`src/rtl/mole_pkg.sv`:
```
// Shared definitions for the whack-a-mole game stages: slot width, FSM encoding
// and the 16-bit Galois LFSR step used by every stage that needs randomness.
package mole_pkg;

    localparam int unsigned SLOT_W            = 4;
    localparam int unsigned DEFAULT_NUM_SLOTS = 8;
    localparam logic [15:0] LFSR_TAPS         = 16'hB400;

    typedef logic [1:0] state_t;

    localparam state_t StIdle  = 2'd0;
    localparam state_t StGen   = 2'd1;
    localparam state_t StWrite = 2'd2;

    // Right-shifting Galois step: feed the dropped LSB back through the taps.
    function automatic logic [15:0] lfsr_next(input logic [15:0] cur);
        return (cur >> 1) ^ (cur[0] ? LFSR_TAPS : 16'h0000);
    endfunction

endpackage

```
`src/rtl/lfsr16.sv`:
```
// Free-running 16-bit Galois LFSR, reloaded with the seed on reset.
module lfsr16
    import mole_pkg::*;
(
    input  logic        clk_i,
    input  logic        reset_i,
    input  logic [15:0] seed_i,
    output logic [15:0] q_o
);

    logic [15:0] q_q;

    always_ff @(posedge clk_i) begin
        if (reset_i) begin
            q_q <= seed_i;
        end else begin
            q_q <= lfsr_next(q_q);
        end
    end

    assign q_o = q_q;

endmodule

```
`src/rtl/mole_pattern_gen.sv`:
```
// Builds a NUM_SLOTS x 4-bit mole-position pattern from LFSR candidates and hands
// it to the game core with a one-cycle write_enable pulse.
module mole_pattern_gen
    import mole_pkg::*;
#(
    parameter int unsigned NUM_SLOTS = DEFAULT_NUM_SLOTS,
    parameter int unsigned KEY_MAX   = 8,
    parameter bit          NO_REPEAT = 1'b1,
    parameter logic [15:0] SEED      = 16'hACE1,
    parameter int unsigned RETRY_MAX = 15
) (
    input  logic                        clk_i,
    input  logic                        reset_i,
    input  logic                        game_start_i,
    input  logic                        gen_req_i,
    output logic [SLOT_W*NUM_SLOTS-1:0] data_out_o,
    output logic                        write_enable_o,
    output logic                        busy_o,
    output logic [6:0]                  pattern_count_o
);

    localparam int unsigned DataW    = SLOT_W * NUM_SLOTS;
    localparam int unsigned SlotIdxW = (NUM_SLOTS > 1) ? $clog2(NUM_SLOTS) : 1;
    localparam int unsigned RetryW   = (RETRY_MAX > 0) ? $clog2(RETRY_MAX + 1) : 1;

    localparam logic [SlotIdxW-1:0] LastSlot   = SlotIdxW'(NUM_SLOTS - 1);
    localparam logic [RetryW-1:0]   RetryLimit = RetryW'(RETRY_MAX);
    localparam logic [SLOT_W:0]     KeyMaxExt  = (SLOT_W + 1)'(KEY_MAX);
    localparam logic [6:0]          CountMax   = 7'd127;

    logic [15:0]         lfsr;
    logic [SLOT_W-1:0]   cand;

    state_t              state_q, state_d;
    logic [SlotIdxW-1:0] slot_q, slot_d;
    logic [RetryW-1:0]   retry_q, retry_d;
    logic [DataW-1:0]    stage_q, stage_d;
    logic [DataW-1:0]    data_q, data_d;
    logic [6:0]          count_q, count_d;
    logic                pending_q, pending_d;
    logic                game_start_q;

    logic                req;
    logic [SLOT_W-1:0]   prev_val;
    logic [SLOT_W:0]     fb_sum;
    logic [SLOT_W-1:0]   fb_val;
    logic                reject;
    logic                accept;
    logic [SLOT_W-1:0]   slot_val;

    lfsr16 u_lfsr (
        .clk_i   (clk_i),
        .reset_i (reset_i),
        .seed_i  (SEED),
        .q_o     (lfsr)
    );

    assign cand = lfsr[SLOT_W-1:0];
    assign req  = gen_req_i | (game_start_i & ~game_start_q);

    // Value already staged for the slot before the current one; slot 0 sees 0.
    always_comb begin
        prev_val = '0;
        for (int i = 1; i < NUM_SLOTS; i++) begin
            if (slot_q == SlotIdxW'(i)) begin
                prev_val = stage_q[(i-1)*SLOT_W +: SLOT_W];
            end
        end
    end

    assign fb_sum = {1'b0, prev_val} + 1'b1;
    assign fb_val = (fb_sum > KeyMaxExt) ? '0 : fb_sum[SLOT_W-1:0];
    assign reject = ({1'b0, cand} > KeyMaxExt) ||
                    (NO_REPEAT && (slot_q != '0) && (cand == prev_val));

    always_comb begin
        state_d   = state_q;
        slot_d    = slot_q;
        retry_d   = retry_q;
        stage_d   = stage_q;
        data_d    = data_q;
        count_d   = count_q;
        pending_d = pending_q;
        accept    = 1'b0;
        slot_val  = cand;

        case (state_q)
            StIdle: begin
                if (req || pending_q) begin
                    state_d   = StGen;
                    slot_d    = '0;
                    retry_d   = '0;
                    pending_d = 1'b0;
                end
            end
            StGen: begin
                if (req) begin
                    pending_d = 1'b1;
                end
                if (!reject) begin
                    accept = 1'b1;
                end else if (retry_q == RetryLimit) begin
                    accept   = 1'b1;
                    slot_val = fb_val;
                end else begin
                    retry_d = retry_q + 1'b1;
                end
                if (accept) begin
                    retry_d = '0;
                    for (int i = 0; i < NUM_SLOTS; i++) begin
                        if (slot_q == SlotIdxW'(i)) begin
                            stage_d[i*SLOT_W +: SLOT_W] = slot_val;
                        end
                    end
                    // Output register loads on entry to WRITE so data is valid with the pulse.
                    if (slot_q == LastSlot) begin
                        state_d = StWrite;
                        data_d  = stage_d;
                        if (count_q != CountMax) begin
                            count_d = count_q + 7'd1;
                        end
                    end else begin
                        slot_d = slot_q + 1'b1;
                    end
                end
            end
            StWrite: begin
                if (req) begin
                    pending_d = 1'b1;
                end
                state_d = StIdle;
            end
            default: begin
                state_d = StIdle;
            end
        endcase
    end

    always_ff @(posedge clk_i) begin
        if (reset_i) begin
            state_q      <= StIdle;
            slot_q       <= '0;
            retry_q      <= '0;
            stage_q      <= '0;
            data_q       <= '0;
            count_q      <= '0;
            pending_q    <= 1'b0;
            game_start_q <= 1'b0;
        end else begin
            state_q      <= state_d;
            slot_q       <= slot_d;
            retry_q      <= retry_d;
            stage_q      <= stage_d;
            data_q       <= data_d;
            count_q      <= count_d;
            pending_q    <= pending_d;
            game_start_q <= game_start_i;
        end
    end

    assign data_out_o      = data_q;
    assign write_enable_o  = (state_q == StWrite);
    assign busy_o          = (state_q != StIdle);
    assign pattern_count_o = count_q;

endmodule

```
`config.mk`:
```
export PLATFORM = sky130hd
export DESIGN_NAME = mole_pattern_gen
export DESIGN_NICKNAME = d
export VERILOG_FILES = /design/src/rtl/mole_pkg.sv /design/src/rtl/lfsr16.sv /design/src/rtl/mole_pattern_gen.sv
export SDC_FILE = /design/constraint.sdc
export NUM_CORES = 1
export LEC_CHECK = 0
export BUFFER_PORTS_ARGS = -buffer_cell sky130_fd_sc_hd__buf_2
export CAP_MARGIN = 15
export CORE_AREA = 2 2 77 133
export CTS_CLUSTER_SIZE = 25
export DETAILED_ROUTE_END_ITERATION = 10
export DIE_AREA = 0 0 79 135
export HOLD_SLACK_MARGIN = 0.15
export PLACE_DENSITY = 0.68
export SYNTH_ARGS = -nofsm -noshare
export SYNTH_HDL_FRONTEND = slang
export SYNTH_HIERARCHICAL = 1
export SYNTH_SLANG_ARGS = --single-unit
```
`constraint.sdc`:
```
create_clock -name clk_i -period 4.5 [get_ports clk_i]
set_clock_uncertainty 0.15 [all_clocks]
set_input_delay 0.225 -clock clk_i [delete_from_list [all_inputs] [get_ports clk_i]]
set_output_delay 0.225 -clock clk_i [all_outputs]
set_load 0.02 [all_outputs]
```
**Word level (Yosys, flattened, before mapping)**

Cells that the tools add are included.

- Add/sub/neg operators: 4
- $lt $le $gt $ge: 2
- Equality and inequality tests: 19
- Muxes and demuxes: 38
- Bitwise gates (word level): 4
- Reductions and logical operators: 17

Operator list:

| cell | number |
|---|---|
| $mux W4 | 22 |
| $mux W16 | 1 |
| $xor A15 B16 Y16 | 1 |
| $eq A3 B3 Y1 const B | 4 |
| $reduce_and A4 Y1 | 3 |
| $mux W3 | 3 |
| $reduce_and A3 Y1 | 3 |
| $ne A2 B2 Y1 const B | 4 |
| $pmux W4 S2 | 1 |
| $add A7 B1 Y7 const B | 1 |
| $ne A7 B7 Y1 const B | 1 |
| $eq A3 B2 Y1 const B | 2 |
| $mux W2 | 3 |
| $ne A3 B3 Y1 const B | 2 |
| $pmux W3 S2 | 1 |
| $reduce_bool A2 Y1 | 3 |
| $add A4 B1 Y5 const B | 1 |
| $gt A5 B4 Y1 const B | 1 |
| $mux W1 | 5 |
| $add A4 B1 Y4 const B | 1 |
| $eq A4 B4 Y1 | 1 |
| $eq A4 B4 Y1 const B | 1 |
| $gt A4 B4 Y1 const B | 1 |
| $pmux W2 S2 | 1 |
| other kinds (16) | 17 |

- Bits in registers: 98
- Bits of input ports: 4

**Longest topological paths before layout**

- Depth in word-level cells: 15
- Gate-level depth with buffers: 16
- Depth with buffers taken out: 13

**Hierarchy**

The synthesis kept the hierarchy.

Modules (own cells, without submodules):

| module | times used | cells an instance | area an instance (um^2) | seq. area each (um^2) |
|---|---|---|---|---|
| mole_pattern_gen | 1 | 480 | 4,113.9 | 1,561.5 |
| lfsr16 | 1 | 40 | 560.5 | 320.3 |

**Least setup slack after synthesis**

Ideal clock, no wire load.

- Kind: reg2reg
- Start point: reg slot_q[2]
- End point: reg stage_q[12]
- Setup time: 88 ps
- Data arrival time: 3,168 ps
- Path slack: 1,093 ps
- Cell stages (with the launch flop): 13
- Clock period less this slack: 3,407 ps
- Cell sequence: dfxtp_1 > clkinv_1 > buf_2 > ha_1 > buf_2 > o311a_4 > o21ai_4 > mux2i_1 > o41a_1 > buf_6 > nor4_4 > nor2_4 > a311oi_2

- Longest elaborated chain between the ends: 14
- Elaborated cells between the ends (all ways): 27
- Classes of those cells: add/sub (1); order compare (1); eq/ne (8); mux (13); reduce/logical (4)

RTL lines:

| what | RTL line | text |
|---|---|---|
| start: declaration | mole_pattern_gen.sv:35 | `logic [SlotIdxW-1:0] slot_q, slot_d;` |
| start signal: assignment | mole_pattern_gen.sv:151 | `slot_q <= slot_d;` |
| $eq A3 B1 Y1 | mole_pattern_gen.sv:65 | `if (slot_q == SlotIdxW'(i)) begin` |
| $mux W4 (7 in series) | mole_pattern_gen.sv:65 |  |
| $add A4 B1 Y5 or $eq A4 B4 Y1 (tied branches) | mole_pattern_gen.sv:71, mole_pattern_gen.sv:74 |  |
| $gt A5 B4 Y1 or $logic_and A1 B1 Y1 (tied branches) | mole_pattern_gen.sv:72, mole_pattern_gen.sv:74 |  |
| $mux W4 or $logic_or A1 B1 Y1 (tied branches) | mole_pattern_gen.sv:72, mole_pattern_gen.sv:73 |  |
| $mux W4 or $mux W1 (tied branches) | mole_pattern_gen.sv:102, mole_pattern_gen.sv:100 |  |
| $mux W4 or $mux W1 (tied branches) | mole_pattern_gen.sv:100, mole_pattern_gen.sv:87 |  |
| $mux W4 or $reduce_and A2 Y1 (tied branches) | -- |  |
| end signal: assignment | mole_pattern_gen.sv:153 | `stage_q <= stage_d;` |
| end: declaration | mole_pattern_gen.sv:37 | `logic [DataW-1:0] stage_q, stage_d;` |

Parallel ways exist; a longest one is shown, timed or not. The select of a mux whose other input is x is not followed.
A chain may end at the register's enable or synchronous reset.

**Final worst setup path**

- Start point: reg slot_q[0]
- End point: reg data_q[23], in the netlist data_out_o[23]

- Longest elaborated chain between the ends: 14
- Elaborated cells between the ends (all ways): 27
- Classes of those cells: add/sub (1); order compare (1); eq/ne (8); mux (13); reduce/logical (4)

RTL lines:

| what | RTL line | text |
|---|---|---|
| $eq A3 B1 Y1 | mole_pattern_gen.sv:65 |  |
| $mux W4 (7 in series) | mole_pattern_gen.sv:65 |  |
| $add A4 B1 Y5 or $eq A4 B4 Y1 (tied branches) | mole_pattern_gen.sv:71, mole_pattern_gen.sv:74 |  |
| $gt A5 B4 Y1 or $logic_and A1 B1 Y1 (tied branches) | mole_pattern_gen.sv:72, mole_pattern_gen.sv:74 |  |
| $mux W4 or $logic_or A1 B1 Y1 (tied branches) | mole_pattern_gen.sv:72, mole_pattern_gen.sv:73 |  |
| $mux W4 or $mux W1 (tied branches) | mole_pattern_gen.sv:102, mole_pattern_gen.sv:100 |  |
| $mux W4 or $mux W1 (tied branches) | mole_pattern_gen.sv:100, mole_pattern_gen.sv:87 |  |
| $mux W4 or $reduce_and A3 Y1 (tied branches) | -- |  |
| end signal: assignment | mole_pattern_gen.sv:154 | `data_q <= data_d;` |
| end: declaration | mole_pattern_gen.sv:38 | `logic [DataW-1:0] data_q, data_d;` |

Parallel ways exist; a longest one is shown, timed or not. The select of a mux whose other input is x is not followed.

==> flow_metrics.tcl <==
set metrics [dict create \
    status "completed" \
    hold_violations 0 \
    post_drt_wl_per_cell_um 18.26 \
    synth_seq_cells 94 \
    synthFlopType "dfxtp_1" \
    clkPwrFrac_pct 39.1 \
    yosysWarnings 6 \
    cts_root_buffer "clkbuf_16" \
    die_w_um 79 \
    setup.worst_path.start_class "flip-flop" \
    dpl_cell_area_sq_um 5007 \
    switchingPower_uw 588.5 \
    die_h_um 135 \
    coreArea_sq_um 9527 \
    design_area_sq_um 5330 \
    ant_nets 0 \
    p_per_area_nw_per_um2 387.6 \
    grt_overflow 0 \
    cts_buffers 9 \
    pwr-share-comb_pct 16.9 \
    whs_path_depth 4 \
    fin_setup_tns_ns 0 \
    arrival_ns 4.15 \
    dpl.hpwl_mm 8.801 \
    switching_share_pct 28.49 \
    firstDrtPassIters 4 \
    maxCapViolCount 0 \
    antenna_found_initial 0 \
    period_share_pct 90.89 \
    peakVddDrop_v 0.0002468 \
    required_ns 4.56 \
    wirelength_mm 12.55 \
    area_growth_pct 14.03 \
    rrSetupSlack_ns 0.41 \
    synth_edf_count 0 \
    tritoncts "done" \
    yosys-top-cells-area "dfxtp_1, a21oi_1, a211oi_1" \
    grt_pass1_vias 4065 \
    via_per_inst 6.086 \
    r2r_cells 12 \
    io_pins 45 \
    layout_common_cells "dfxtp_1, a21oi_1, buf_2" \
    tightest_slew_ns 0.7554 \
    p_leak_uw 0.001958 \
    syn-cell-area_sq_um 4674 \
    critical_path_class "reg -> reg" \
    clockBufferDepth 2 \
    r2r-end "data_out_o[23]" \
    drt-initial-drc-count 272 \
    slew-limit-headroom_pct 49.64 \
    drv_slew 0 \
    min_to "pending_q" \
    post_synth_num_cell_types 68 \
    cts_max_level 3 \
    gp_congestion 0.9226 \
    grt_max_degree 68 \
    hold_path.class "in -> reg" \
    route.detailed.drc 0 \
    r2r_start "slot_q[0]" \
    insertion_delay_ns 0.34 \
    die_area_sq_um 10670 \
    start_util_pct 49.07 \
    rsz0062_at_grt "false" \
    final_common_cell "dfxtp_1" \
    period_minus_slack_ns 4.090 \
    worstHoldStart "gen_req_i" \
    n_fill_cell 900 \
    synth_seq_area_share_pct 40.26 \
    p_seq_share_pct 44.0 \
    path_clk_slew_ns 0.07 \
    cts.sinks 94 \
    synth_cells 520 \
    yosysTopAreaCell "dfxtp_1" \
    setup_viol 0 \
    path_max_fanout 15 \
    fmax_ghz 0.2445 \
    final_nets 579 \
    netlist.area_leader.share_pct 40.26 \
    vias 4181 \
    grt_usage_pct 24.12 \
    avgSynthCellArea_sq_um 8.989 \
    grt_pass1_wl_mm 20.07 \
    crit_path_end_kind "flip-flop" \
    intPower_uw 1477 \
    numPortBuffers 44 \
    diodes 0 \
    rows 47 \
    post_cts_resized 0 \
    drive_gt1_share_pct 19.47 \
    async_flop_share_pct 0 \
]
==> power groups by stage <==
stage               Combinational, uW  Sequential, uW  Clock [uW]
floorplan                         261             915           0
global placement                  335             924           0
detailed placement                344             927           0
CTS                               347             908         819
global route                      384             913         851
finish                            348             909         809
==> layer usage <==
layer	vias to the layer above	global-route usage (%)	part of all wire [%]
met5	-	0	0
met1	2012	25.52	37
met2	118	43.13	54
met4	0	16.28	5.2
met3	44	3.610	3.6
li1	2007	-	-
==> worst max-delay path: stages (launching register included) <==
cell and delay (ns):
dfxtp_1 0.39, ha_1 0.20, ha_1 0.52, inv_1 0.21, o21ai_0 0.26, a31oi_1 0.11
o21ai_1 0.35, xor2_1 0.18, o41ai_2 0.66, nand2_1 0.28, a21oi_2 0.19, buf_4 0.27
o221ai_1 0.18
==> how the worst max path moves through the flow <==
stage                          from        endpoint  slack, ns  cells after the start
final                     slot_q[0]  data_out_o[23]       0.41                     12
after global routing      slot_q[0]  data_out_o[23]       0.09                     12
after CTS                 slot_q[0]  data_out_o[23]       0.42                     12
after detailed placement  slot_q[0]  data_out_o[23]       0.44                     12
after global placement    slot_q[0]  data_out_o[27]       0.68                     12
after floorplan           slot_q[2]     stage_q[12]       1.09                     12
==> cell type report <==
type | count | area (sq um) | area share, %
multi-input combinational | 377 | 2556 | 47.96
sequential | 94 | 1882 | 35.31
timing repair buffer | 60 | 355.3 | 6.667
clock buffer | 10 | 229.0 | 4.296
tap | 122 | 152.6 | 2.864
clock inverter | 5 | 83.83 | 1.573
inverter | 19 | 71.32 | 1.338
==> cells in the mapped netlist (3+ instances only) <==
library cell  number
a211oi_1          27
a21oi_1           45
a21oi_2            3
a221o_1            3
a221oi_1           3
a311oi_1           3
a31oi_1            4
and3_1             4
buf_1              3
buf_2             12
buf_6              4
clkbuf_1          22
dfxtp_1           94
ha_1              14
inv_1             16
mux2_2            10
mux2_4             4
mux2i_1            3
nand2_1           39
nand2b_1           3
nand3_1           19
nand4_1           23
nor2_1            25
nor2b_1            9
nor3_1             8
nor3b_1            4
o21ai_0           19
o21ai_1            3
o221ai_1          21
o22ai_1            3
o31ai_1           10
or4_1              4
xnor2_1            7
xor2_1             4
==> per-stage QoR <==
stage	cells	setup WS, ns	utilization, %	power [uW]	hold WS (ns)
2_1_floorplan	534	1.093	-	1176	0.2032
3_3_place_gp	671	0.6761	52.56	1259	0.2872
3_5_place_dp	671	0.4408	52.56	1270	0.2993
4_1_cts	687	0.4190	55.95	2075	0.1534
5_1_grt	687	0.09451	55.95	2148	0.1989
6_report	687	0.4100	55.95	2066	0.1563
==> flip-flops by register name (all words and copies together) (netlist names) <==
signal           count
pattern_count_o      7
stage_q             28
game_start_q         1
u_lfsr/q_o          16
state_q              2
retry_q              4
data_out_o          32
slot_q               3
pending_q            1
==> kinds of logic (layout without fill, tap and decap cells) <==
family	after synthesis	after routing	share of synthesized area (%)
AO/OA/AOI/OAI	167	167	25.67
multiplexers	17	17	4.336
AND/OR/NAND/NOR	152	152	17.34
other	2	16	0.1607
flip-flops	94	94	40.26
XOR/XNOR	11	11	2.061
buffers and inverters	63	94	6.424
adder cells (fa/ha/maj)	14	14	3.747
==> timing repair <==
action	CTS	global route
hold endpoints to repair	1	0
setup endpoints to repair	0	0
setup buffers	0	0
hold buffers	1	0
Power figures use the tool's default switching activity.
